$ cat src/rtl/fetch_pkg.sv
// Shared constants and the fetch-queue payload for the instruction-fetch stage.
package fetch_pkg;

  localparam int unsigned XLEN = 32;
  localparam logic [XLEN-1:0] NOP_INSTR = 32'h0000_0000;
  localparam logic [XLEN-1:0] PC_STEP   = 32'd4;

  typedef struct packed {
    logic [XLEN-1:0] pc;
    logic [XLEN-1:0] instr;
  } fq_entry_t;

  // Sequential fetch address; wraps modulo 2^32.
  function automatic logic [XLEN-1:0] next_pc(input logic [XLEN-1:0] pc);
    return pc + PC_STEP;
  endfunction

endpackage

$ cat src/rtl/fetch_queue.sv
// Small synchronous FIFO with clear; storage is unreset, occupancy is not.
module fetch_queue #(
  parameter int unsigned DEPTH = 2,
  parameter int unsigned WIDTH = 64,
  localparam int unsigned CW = $clog2(DEPTH + 1)
) (
  input  logic             clk_i,
  input  logic             rst_i,
  input  logic             push,
  input  logic             pop,
  input  logic             clear,
  input  logic [WIDTH-1:0] wdata,
  output logic [WIDTH-1:0] rdata,
  output logic [CW-1:0]    count,
  output logic             empty,
  output logic             full
);

  localparam int unsigned AW = (DEPTH > 1) ? $clog2(DEPTH) : 1;

  logic [WIDTH-1:0] mem [DEPTH];
  logic [AW-1:0]    rd_ptr;
  logic [AW-1:0]    wr_ptr;
  logic             do_push;
  logic             do_pop;

  function automatic logic [AW-1:0] bump(input logic [AW-1:0] p);
    return (p == AW'(DEPTH - 1)) ? '0 : p + AW'(1);
  endfunction

  assign empty   = (count == '0);
  assign full    = (count == CW'(DEPTH));
  assign do_push = push && !full;
  assign do_pop  = pop && !empty;
  assign rdata   = mem[rd_ptr];

  always_ff @(posedge clk_i) begin
    if (do_push && !clear) mem[wr_ptr] <= wdata;
  end

  always_ff @(posedge clk_i or negedge rst_i) begin
    if (!rst_i) begin
      rd_ptr <= '0;
      wr_ptr <= '0;
      count  <= '0;
    end else if (clear) begin
      rd_ptr <= '0;
      wr_ptr <= '0;
      count  <= '0;
    end else begin
      if (do_push) wr_ptr <= bump(wr_ptr);
      if (do_pop)  rd_ptr <= bump(rd_ptr);
      if (do_push && !do_pop)      count <= count + CW'(1);
      else if (do_pop && !do_push) count <= count - CW'(1);
    end
  end

  // Upstream credit accounting must never let a write hit a full FIFO.
  push_into_full_a: assert property (@(posedge clk_i) disable iff (!rst_i)
    !(push && full && !clear));

endmodule

$ cat src/rtl/if_fetch_unit.sv
// IF stage: owns the PC, issues credit-limited fetches and presents queued words to IF/ID.
module if_fetch_unit
  import fetch_pkg::*;
#(
  parameter logic [XLEN-1:0] RESET_PC        = 32'h0000_0000,
  parameter int unsigned     FQ_DEPTH        = 2,
  parameter int unsigned     MAX_OUTSTANDING = 2
) (
  input  logic            clk_i,
  input  logic            rst_i,
  input  logic            stall_i,
  input  logic            redirect_i,
  input  logic [XLEN-1:0] redirect_pc_i,
  output logic            imem_req_o,
  output logic [XLEN-1:0] imem_addr_o,
  input  logic            imem_gnt_i,
  input  logic            imem_rvalid_i,
  input  logic [XLEN-1:0] imem_rdata_i,
  output logic [XLEN-1:0] instr_o,
  output logic [XLEN-1:0] pc_o,
  output logic            flush_o
);

  localparam int unsigned CW  = $clog2(MAX_OUTSTANDING + 1);
  localparam int unsigned FCW = $clog2(FQ_DEPTH + 1);

  logic [XLEN-1:0] pc;
  logic [CW-1:0]   outstanding;
  logic [CW-1:0]   drop_cnt;
  logic            credit_ok;
  logic            grant;
  logic            rsp;
  logic            accept;
  logic            pop;

  fq_entry_t       fq_wdata;
  fq_entry_t       fq_head;
  logic [FCW-1:0]  fq_count;
  logic            fq_empty;
  logic            fq_full;

  logic [XLEN-1:0] tag_head;
  logic [CW-1:0]   tag_count;
  logic            tag_empty;
  logic            tag_full;

  // Credits count words in flight plus words queued; a same-cycle pop is not credited.
  assign credit_ok = (32'(outstanding) < 32'(MAX_OUTSTANDING)) &&
                     ((32'(outstanding) + 32'(fq_count)) < 32'(FQ_DEPTH));

  assign imem_req_o  = rst_i && !redirect_i && credit_ok;
  assign imem_addr_o = pc;
  assign grant       = imem_req_o && imem_gnt_i;
  assign rsp         = imem_rvalid_i && (outstanding != '0);
  assign accept      = rsp && !redirect_i && (drop_cnt == '0) && !tag_empty;
  assign pop         = !stall_i && !redirect_i && !fq_empty;
  assign fq_wdata    = '{pc: tag_head, instr: imem_rdata_i};

  assign instr_o = fq_empty ? NOP_INSTR : fq_head.instr;
  assign pc_o    = fq_empty ? '0 : fq_head.pc;
  assign flush_o = redirect_i;

  always_ff @(posedge clk_i or negedge rst_i) begin
    if (!rst_i) begin
      pc          <= RESET_PC;
      outstanding <= '0;
      drop_cnt    <= '0;
    end else begin
      if (redirect_i) begin
        pc       <= redirect_pc_i;
        // A response landing in the redirect cycle is already dropped here.
        drop_cnt <= outstanding - CW'(rsp);
      end else begin
        if (grant) pc <= next_pc(pc);
        if (rsp && (drop_cnt != '0)) drop_cnt <= drop_cnt - CW'(1);
      end
      outstanding <= outstanding + CW'(grant) - CW'(rsp);
    end
  end

  fetch_queue #(
    .DEPTH (FQ_DEPTH),
    .WIDTH ($bits(fq_entry_t))
  ) u_instr_q (
    .clk_i (clk_i),
    .rst_i (rst_i),
    .push  (accept),
    .pop   (pop),
    .clear (redirect_i),
    .wdata (fq_wdata),
    .rdata (fq_head),
    .count (fq_count),
    .empty (fq_empty),
    .full  (fq_full)
  );

  // In-order PC tags for granted requests, matched to responses as they return.
  fetch_queue #(
    .DEPTH (MAX_OUTSTANDING),
    .WIDTH (XLEN)
  ) u_tag_q (
    .clk_i (clk_i),
    .rst_i (rst_i),
    .push  (grant),
    .pop   (accept),
    .clear (redirect_i),
    .wdata (pc),
    .rdata (tag_head),
    .count (tag_count),
    .empty (tag_empty),
    .full  (tag_full)
  );

  tag_bound_a: assert property (@(posedge clk_i) disable iff (!rst_i)
    !(grant && tag_full) && (32'(tag_count) <= 32'(outstanding)));

  queue_credit_a: assert property (@(posedge clk_i) disable iff (!rst_i)
    !(accept && fq_full));

endmodule

$ cat config.mk
export PLATFORM = sky130hd
export DESIGN_NAME = if_fetch_unit
export DESIGN_NICKNAME = d
export VERILOG_FILES = /design/src/rtl/fetch_pkg.sv /design/src/rtl/fetch_queue.sv /design/src/rtl/if_fetch_unit.sv
export SDC_FILE = /design/constraint.sdc
export NUM_CORES = 1
export LEC_CHECK = 0
export ABC_AREA = 1
export CORE_MARGIN = 2
export CORE_UTILIZATION = 23
export CTS_CLUSTER_SIZE = 14
export DETAILED_ROUTE_END_ITERATION = 8
export GPL_TIMING_DRIVEN = 0
export PLACE_DENSITY = 0.51
export SLEW_MARGIN = 20
export SYNTH_ARGS = -nofsm -noshare
export SYNTH_HDL_FRONTEND = slang
export SYNTH_SLANG_ARGS = --single-unit
$ cat constraint.sdc
create_clock -name clk_i -period 4.8 [get_ports clk_i]
set_input_delay 0.72 -clock clk_i [delete_from_list [all_inputs] [get_ports clk_i]]
set_output_delay 0.72 -clock clk_i [all_outputs]
set_load 0.005 [all_outputs]
## After elaboration in Yosys (flattened, before gate mapping)

Memory sizes are Yosys's and may differ from the RTL's.
Cells that the tools add are included.

- Output and inout port bits: 98
- Register bits: 44
- Bits in writable memories: 192
- Memories: 2

Memories:

| memory | depth | bits a word | rd ports | clocked after Yosys merged registers in | write ports | line | RTL |
|---|---|---|---|---|---|---|---|
| u_instr_q.mem | 2 | 64 | 1 | 0 | 1 | fetch_queue.sv:21 | `logic [WIDTH-1:0] mem [DEPTH];` |
| u_tag_q.mem | 2 | 32 | 1 | 0 | 1 | fetch_queue.sv:21 |  |

- Muxes and demuxes: 28
- Eq/ne operators: 2
- Order comparisons: 2
- Reduce and logical (&&, ||, !) cells: 44
- Add/subtract/negate cells: 14

Operators by type and width:

| kind | number |
|---|---|
| 32-bit 2-to-1 mux | 4 |
| 32-bit by 3-bit adder with 32-bit output, second input constant | 1 |
| 1-bit logical AND | 21 |
| 1-bit 2-to-1 mux | 16 |
| 2-bit 2-to-1 mux | 8 |
| 2-bit nonzero test | 8 |
| 1-bit zero test | 10 |
| 2-bit zero test | 3 |
| 3-bit nonzero test | 2 |
| 2-bit by 1-bit subtractor with 2-bit output, second input constant | 3 |
| 1-bit adder, second input constant | 4 |
| 2-bit by 1-bit adder with 2-bit output, second input constant | 2 |
| 2-bit equality test, second input constant | 2 |
| 2-bit by 1-bit subtractor with 2-bit output | 2 |
| 2-bit by 2-bit adder with 3-bit output | 1 |
| 3-bit by 2-bit < comparator with 1-bit output, second input constant | 1 |
| 2-bit by 1-bit adder with 2-bit output | 1 |
| 2-bit < comparator, second input constant | 1 |

## Longest topological paths before layout

Gate-level depths: netlist of run 1.

- Depth in word-level cells: 11
- Depth in mapped cells: 12

## Modules after synthesis

From an unflattened synthesis of run 1, not the netlist that was laid out.

- Cells, all modules: 1103
- Area, all modules: 10660.2 µm²

Modules (own cells, without submodules):

| module | cells an instance | instances | area an instance (µm²) |
|---|---|---|---|
| fetch_queue at u_instr_q | 371 | 1 | 4961.0 |
| if_fetch_unit | 528 | 1 | 3116.7 |
| fetch_queue at u_tag_q | 204 | 1 | 2582.5 |

## Worst setup path before layout of run 1

No wires, ideal clock.

- Kind: input port to flip-flop
- From: input port redirect_i
- To: memory u_instr_q.mem[0][0] (enable)
- Path slack: 0.372 ns
- Stages: 6
- Data required time: 4.314 ns
- Library setup time: 0.486 ns
- Data arrival time: 3.942 ns
- Path buffers: 1
- Cell sequence: buf_6 > nor2_1 > nand2_1 > nor2_2 > nand2_2 > nor2_1

- Longest elaborated chain between the ends: 8

Ends and longest elaborated chain:

| item | line | RTL |
|---|---|---|
| start, declared | if_fetch_unit.sv:12 | `input logic redirect_i,` |
| 1-bit zero test * | fetch_queue.sv:38, if_fetch_unit.sv:55 |  |
| 1-bit logical AND (3 in a row) | if_fetch_unit.sv:55 | `assign accept = rsp && !redirect_i && (drop_cnt == '0) && !tag_empty;` |
| 1-bit logical AND | fetch_queue.sv:33 | `assign do_push = push && !full;` |
| 1-bit logical AND * | fetch_queue.sv:38 | `if (do_push && !clear) mem[wr_ptr] <= wdata;` |
| 1-bit 2-to-1 mux * | fetch_queue.sv:38 |  |
| 1-bit 2-to-1 mux (not written as such) * | fetch_queue.sv:38 |  |
| end, declared | fetch_queue.sv:21 |  |

Mark *: on every way between the ends. The rest lies on a longest branch, timed or not.

## Final worst setup path of run 1

- From: register u_instr_q.count[1]
- To: output port pc_o[25]

- Longest elaborated chain between the ends: 2

Ends and longest elaborated chain:

| item | line | RTL |
|---|---|---|
| start, declared | fetch_queue.sv:14 | `output logic [CW-1:0] count,` |
| start signal, assigned | fetch_queue.sv:53 | `if (do_push && !do_pop) count <= count + CW'(1);` |
| start signal, assigned | fetch_queue.sv:54 | `else if (do_pop && !do_push) count <= count - CW'(1);` |
| 2-bit zero test | fetch_queue.sv:31 | `assign empty = (count == '0);` |
| 32-bit 2-to-1 mux | if_fetch_unit.sv:60 | `assign pc_o = fq_empty ? '0 : fq_head.pc;` |
| end, declared | if_fetch_unit.sv:20 | `output logic [XLEN-1:0] pc_o,` |

No other way between the ends.

==> flow_metrics.py, run 1 <==
metrics = {
    "pwr": {
        "irDropWorstVdd_mv": 0.227,
        "leakage_uw": 0.00505,
        "power.density_nw_per_um2": 412,
    },
    "finish": {
        "diodes": 0,
        "synthToLayoutAreaGrowth_pct": 35.2,
        "multi_input_area_um2": 2930,
        "layout_commonest_cell": "nand2_1",
        "nFillCells": 4465,
        "finalInstanceArea_um2": 13700,
        "finish.net_count": 1252,
        "drive_above_1_share_pct": 7.01,
        "layout_common_cells": "nand2_1 (406), edfxtp_1 (192), clkdlybuf4s50_1 (166)",
        "seq_area_um2": 6870,
    },
    "sta": {
        "maxSlewHeadroom_pct": 46.0,
        "finalCriticalPeriod_ps": 3550,
        "worstMarginPinSlew_ps": 809,
        "timing.final.crit_share_pct": 73.9,
        "fmax_ghz": 0.282,
        "fin_tns_setup_ps": 0,
        "drv_slew": 0,
        "hold_viol": 0,
        "setup_viol_count_final": 0,
        "holdWs_ps": 196,
        "rsz0062_at_grt": "false",
        "skew_ps": 15.7,
    },
    "floorplanning": {
        "start_util_pct": 23.4,
        "pin_count": 168,
        "dieHeight_um": 214,
        "die_area_um2": 45600,
        "rows": 76,
        "coreArea_um2": 43300,
        "fp.dieW_um": 214,
    },
    "logic_synthesis": {
        "syn_nets": 1047,
        "syn_area_um2": 10100,
        "avgSynthCellArea_um2": 10.4,
        "syn_inst": 971,
        "synth_warnings": 0,
        "ys_ff_latch": 236,
        "synth_edf_count": 192,
        "synth_flop_cell": "edfxtp_1",
        "synth_cell_type_count": 32,
        "seq_area_frac_synth_pct": 67.9,
        "async_flop_share_pct": 18.6,
    },
    "clocking": {
        "clk_latency_ps": 560,
        "postCtsSetupRepairBufs": 0,
        "cts-hold-fix-buffers": 0,
        "numCtsBuffers": 28,
        "clock_sinks": 236,
        "clkSlewWorstSetupHoldPaths_ps": 60,
        "clock_path_buffers": 3,
        "clockRootBuffer": "clkbuf_16",
        "h-tree-depth": 1,
        "cts_tree": "done",
        "post_cts_resize_count": 0,
    },
    "route": {
        "vias_per_cell": 4.13,
        "dr_wl_met2_mm": 13.4,
        "wl_per_cell_um": 16.2,
        "dr_wl_met3_mm": 1.76,
        "drc": 0,
        "ant_nets": 0,
        "wl_mm": 28.9,
        "dr.max_layer_used": "met4",
        "wl_met1_mm": 13.0,
        "drt_pass1_iterations": 5,
        "drt_iter0_markers": 515,
        "dr_total_vias": 7363,
    },
    "worst_setup_path": {
        "arrival_ps": 2830,
        "criticalPathCategory": "register to primary output",
        "required_ps": 4080,
        "path_max_fanout": 10,
        "worst_setup_path_start_kind": "register",
        "worst_r2r_startpoint": "u_instr_q.count[0]$_DFFE_PN0P_",
        "startpoint": "u_instr_q.count[1]$_DFFE_PN0P_",
        "cp-end-kind": "primary output",
    },
    "placed_design": {
        "dp_hpwl_mm": 20.8,
        "placed_area_um2": 12700,
        "gp_congestion": 0.789,
        "numPortBuffers": 167,
    },
    "global_route": {
        "antenna_found_initial": 0,
        "grt_pass1_vias": 7343,
        "grt_usage_pct": 12.7,
        "grt_pass1_wl_mm": 43.5,
        "grt-ovfl-total": 0,
        "grt_max_degree": 47,
    },
    "hold_path": {
        "hold_path_class": "primary input to async pin",
    },
    "status": {
        "status": "finished, final reports clean",
    },
    "run": {
        "cap_violations": 0,
    },
}
[worst paths after layout]
check	cells after the start	endpoint	slack [ps]
min reg2reg	0	u_tag_q.mem[1][1]$_DFFE_PP_	510
max	4	pc_o[25]	1250
max reg2reg	9	u_tag_q.mem[0][26]$_DFFE_PP_	2130
min	1	imem_addr_o[28]$_DFFE_PN0P_	200
min in group clk_i	0	u_tag_q.mem[1][1]$_DFFE_PP_	510
max in group asynchronous	1	imem_addr_o[8]$_DFFE_PN0P_	4160
[registers in the layout, indices dropped and copies added, names as in the netlist]
| name | cells |
|---|---|
| drop_cnt | 2 |
| imem_addr_o | 32 |
| outstanding | 2 |
| u_instr_q.count | 2 |
| u_instr_q.mem | 128 |
| u_instr_q.rd_ptr | 1 |
| u_instr_q.wr_ptr | 1 |
| u_tag_q.count | 2 |
| u_tag_q.mem | 64 |
| u_tag_q.rd_ptr | 1 |
| u_tag_q.wr_ptr | 1 |
[through the flow]
step	instances	utilization (%)	total power, µW	worst slack [ps]
finish	1783	31.6	5630	1250
global route	1783	31.6	5920	1100
CTS	1783	31.6	5720	1180
detailed placement	1731	29.5	3600	1600
global placement	1723	28.9	3580	-2260
floorplan	971	-	2940	372
[critical path: stages (launching register included)]
cell	delay, ps
dfrtp_1	470
nor2_2	670
clkbuf_1	500
a21oi_1	140
clkdlybuf4s50_1	480
[cells in the mapped netlist (5+ instances only)]
| master | instances | area share [%] |
|---|---|---|
| nand2_1 | 406 | 15 |
| edfxtp_1 | 192 | 57 |
| a21oi_1 | 70 | 3.5 |
| nor2_1 | 54 | 2.0 |
| dfrtp_1 | 44 | 11 |
| inv_1 | 43 | 1.6 |
| nand3_1 | 29 | 1.4 |
| o21ai_0 | 23 | 1.1 |
| clkbuf_1 | 22 | 0.82 |
| xor2_1 | 9 | 0.78 |
| nand3b_1 | 8 | 0.59 |
| o211ai_1 | 7 | 0.52 |
| buf_2 | 6 | 0.30 |
| o21bai_1 | 6 | 0.45 |
| ha_1 | 5 | 0.62 |
| nand4_1 | 5 | 0.31 |
| nor2_2 | 5 | 0.31 |
| xnor2_1 | 5 | 0.43 |
[logic make-up (layout without fill, tap and decap cells)]
logic type               count (synthesis)  in the layout  synth area share, %
AO/OA/AOI/OAI                          111            111                 5.88
XOR/XNOR                                14             14                 1.21
adder cells (fa/ha/maj)                  6              6                0.817
buffers and inverters                   84            311                 3.42
flip-flops                             236            236                 67.9
AND/OR/NAND/NOR                        520            520                 20.7
[area by class of cell]
type | count | area share (%)
clock buffer | 39 | 5.80
timing repair buffer | 175 | 13.7
tap | 585 | 5.36
buffer | 37 | 1.24
multi-input combinational | 651 | 21.4
inverter | 47 | 1.29
sequential | 236 | 50.2
clock inverter | 13 | 0.925
[power by group]
part	leakage [µW]	switching (µW)	internal (µW)
clock	0.000443	833	1260
combinational	0.00234	562	504
sequential	0.00227	145	2330
[metal layers]
metal  vias to the layer above  track usage (%)
met5                         -                0
met4                         0             4.26
met3                        49             2.55
met2                       199             21.1
met1                      3449             16.5
li1                       3666                -
Note: power is estimated with default switching activity, not from simulation.
==> inputs of run 2 (changes only) <==
==> constraint.sdc (replaced) <==
create_clock -name clk_i -period 3.35 [get_ports clk_i]
set_input_delay 0.5025 -clock clk_i [delete_from_list [all_inputs] [get_ports clk_i]]
set_output_delay 0.5025 -clock clk_i [all_outputs]
set_load 0.005 [all_outputs]
==> flow_metrics.py, run 2 (synthesis gave the netlist of run 1 again) <==
metrics = {
    "status": {
        "status": "finished, final reports clean",
    },
    "finish": {
        "synthToLayoutAreaGrowth_pct": 35.4,
        "diodes": 0,
        "layout_common_cells": "nand2_1 (406), edfxtp_1 (192), clkdlybuf4s50_1 (166)",
        "regMostFlops": "u_instr_q.mem",
        "drive_above_1_share_pct": 7.09,
        "layout_commonest_cell": "nand2_1",
        "largest_reg_flops": 128,
        "final_cells": 1784,
        "finish.net_count": 1253,
    },
    "global_route": {
        "grt_usage_pct": 12.7,
        "antenna_found_initial": 0,
        "grt-ovfl-total": 0,
        "grt.met3_usage_pct": 2.55,
        "met2_usage_pct": 21.1,
        "use_met1_pct": 16.5,
        "busiest_layer": "met2",
        "grt_pass1_wl_mm": 43.5,
        "grt_pass1_vias": 7343,
        "grt_max_degree": 47,
    },
    "sta": {
        "maxSlewHeadroom_pct": 46.9,
        "drv_slew": 0,
        "setup_viol_count_final": 0,
        "fmax_ghz": 0.324,
        "rsz0062_at_grt": "false",
        "hold_viol": 0,
        "setup_slack_ps": 263,
        "worstMarginPinSlew_ps": 788,
        "skew_ps": 16.3,
        "finalCriticalPeriod_ps": 3090,
        "timing.final.crit_share_pct": 92.1,
        "holdWs_ps": 506,
    },
    "route": {
        "wl_mm": 28.9,
        "vias_per_cell": 4.15,
        "drc": 0,
        "drt_pass1_iterations": 5,
        "ant_nets": 0,
        "drt_iter0_markers": 527,
        "dr_total_vias": 7397,
        "wl_per_cell_um": 16.2,
    },
    "clocking": {
        "cts_tree": "done",
        "clk_latency_ps": 560,
        "clockRootBuffer": "clkbuf_16",
        "numCtsBuffers": 28,
        "clock_path_buffers": 3,
        "clock_sinks": 236,
        "clkSlewWorstSetupHoldPaths_ps": 60,
        "postCtsSetupRepairBufs": 0,
        "h-tree-depth": 1,
    },
    "floorplanning": {
        "pin_count": 168,
        "die_area_um2": 45600,
        "rows": 76,
        "fp.dieW_um": 214,
        "dieHeight_um": 214,
        "coreArea_um2": 43300,
        "start_util_pct": 23.4,
    },
    "worst_setup_path": {
        "cp-end-kind": "primary output",
        "arrival_ps": 2580,
        "worst_setup_path_start_kind": "register",
        "required_ps": 2850,
        "criticalPathCategory": "register to primary output",
        "path_max_fanout": 10,
    },
    "pwr": {
        "p_sw_share_pct": 27.3,
        "clkPwrFrac_pct": 37.1,
        "p_int_uw": 5870,
        "seqPwrFrac_pct": 43.9,
        "p_switching_uw": 2200,
        "power.density_nw_per_um2": 590,
        "leakage_uw": 0.00506,
        "irDropWorstVdd_mv": 0.324,
        "share_comb_of_total_power_pct": 19.0,
        "finalPower_uw": 8070,
    },
    "placed_design": {
        "gp_congestion": 0.789,
        "post-place-ws_ps": 363,
        "numPortBuffers": 167,
        "dp_hpwl_mm": 20.8,
        "place_inst": 1731,
    },
    "hold_path": {
        "hold_path_class": "primary input to async pin",
    },
    "run": {
        "cap_violations": 0,
    },
}
-- run 2: cell count changes in the layout (fill, tap and decap cells not counted), sizes merged --
cell         previous run  this run
dlygate4sd3             0         1
-- run 2: power groups by stage --
stage          registers, µW  clock network (µW)  logic (µW)
6_report                3540                3000        1530
5_1_grt                 3570                3200        1710
4_1_cts                 3550                3090        1560
3_5_place_dp            3610                   0        1550
3_3_place_gp            3610                   0        1520
2_1_floorplan           3520                   0         696
-- run 2: cell type report --
| cell class | instances | area (µm²) |
|---|---|---|
| multi-input cells | 651 | 2930 |
| inverters | 47 | 176 |
| fillers | 4466 | 29600 |
| clock inverters | 13 | 126 |
| flip-flops and latches | 236 | 6870 |
| well taps | 585 | 732 |
| repair buffers | 176 | 1880 |
| plain buffers | 37 | 170 |
| clock buffers | 39 | 793 |
-- run 2: what timing repair did --
action                                 in CTS  in global routing
hold buffers                                1                  0
setup endpoints to repair                  14                  0
resized for setup                           2                  0
endpoints found under the hold margin      44                  0
-- run 2: path summary, 6_finish.rpt --
path | from | to | slack [ps] | cells past startpoint
worst min-delay path | rst_i | imem_addr_o[28]$_DFFE_PN0P_ | 510 | 2
min in group clk_i | imem_addr_o[1]$_DFFE_PN0P_ | u_tag_q.mem[1][1]$_DFFE_PP_ | 510 | 0
worst min register to register | imem_addr_o[1]$_DFFE_PN0P_ | u_tag_q.mem[1][1]$_DFFE_PP_ | 510 | 0
worst max register to register | u_instr_q.count[0]$_DFFE_PN0P_ | u_tag_q.mem[0][26]$_DFFE_PP_ | 660 | 9
worst max-delay path | u_instr_q.count[1]$_DFFE_PN0P_ | pc_o[25] | 260 | 4
max in group asynchronous | rst_i | imem_addr_o[8]$_DFFE_PN0P_ | 2380 | 2
-- run 2: metal layers --
layer | share of wire [%] | up-vias | wire length [µm]
met1 | 45 | 3474 | 13100
met3 | 5.9 | 49 | 1710
met5 | 0 | - | 0
met2 | 46 | 205 | 13400
met4 | 2.6 | 0 | 745
li1 | - | 3669 | -
-- run 2: through the flow --
stage / TNS, ps / utilization (%) / instance area, µm²
floorplan: -110210 / - / 10100
global placement: -633780 / 28.9 / 12500
detailed placement: 0 / 29.5 / 12700
CTS: 0 / 31.6 / 13700
global route: 0 / 31.6 / 13700
finish: 0 / 31.6 / 13700
-- run 2: worst max-delay path: stages, from the launching register on --
cell             delay (ps)
dfrtp_1                 480
nor2_4                  430
clkbuf_1                480
a21oi_1                 140
clkdlybuf4s50_1         480
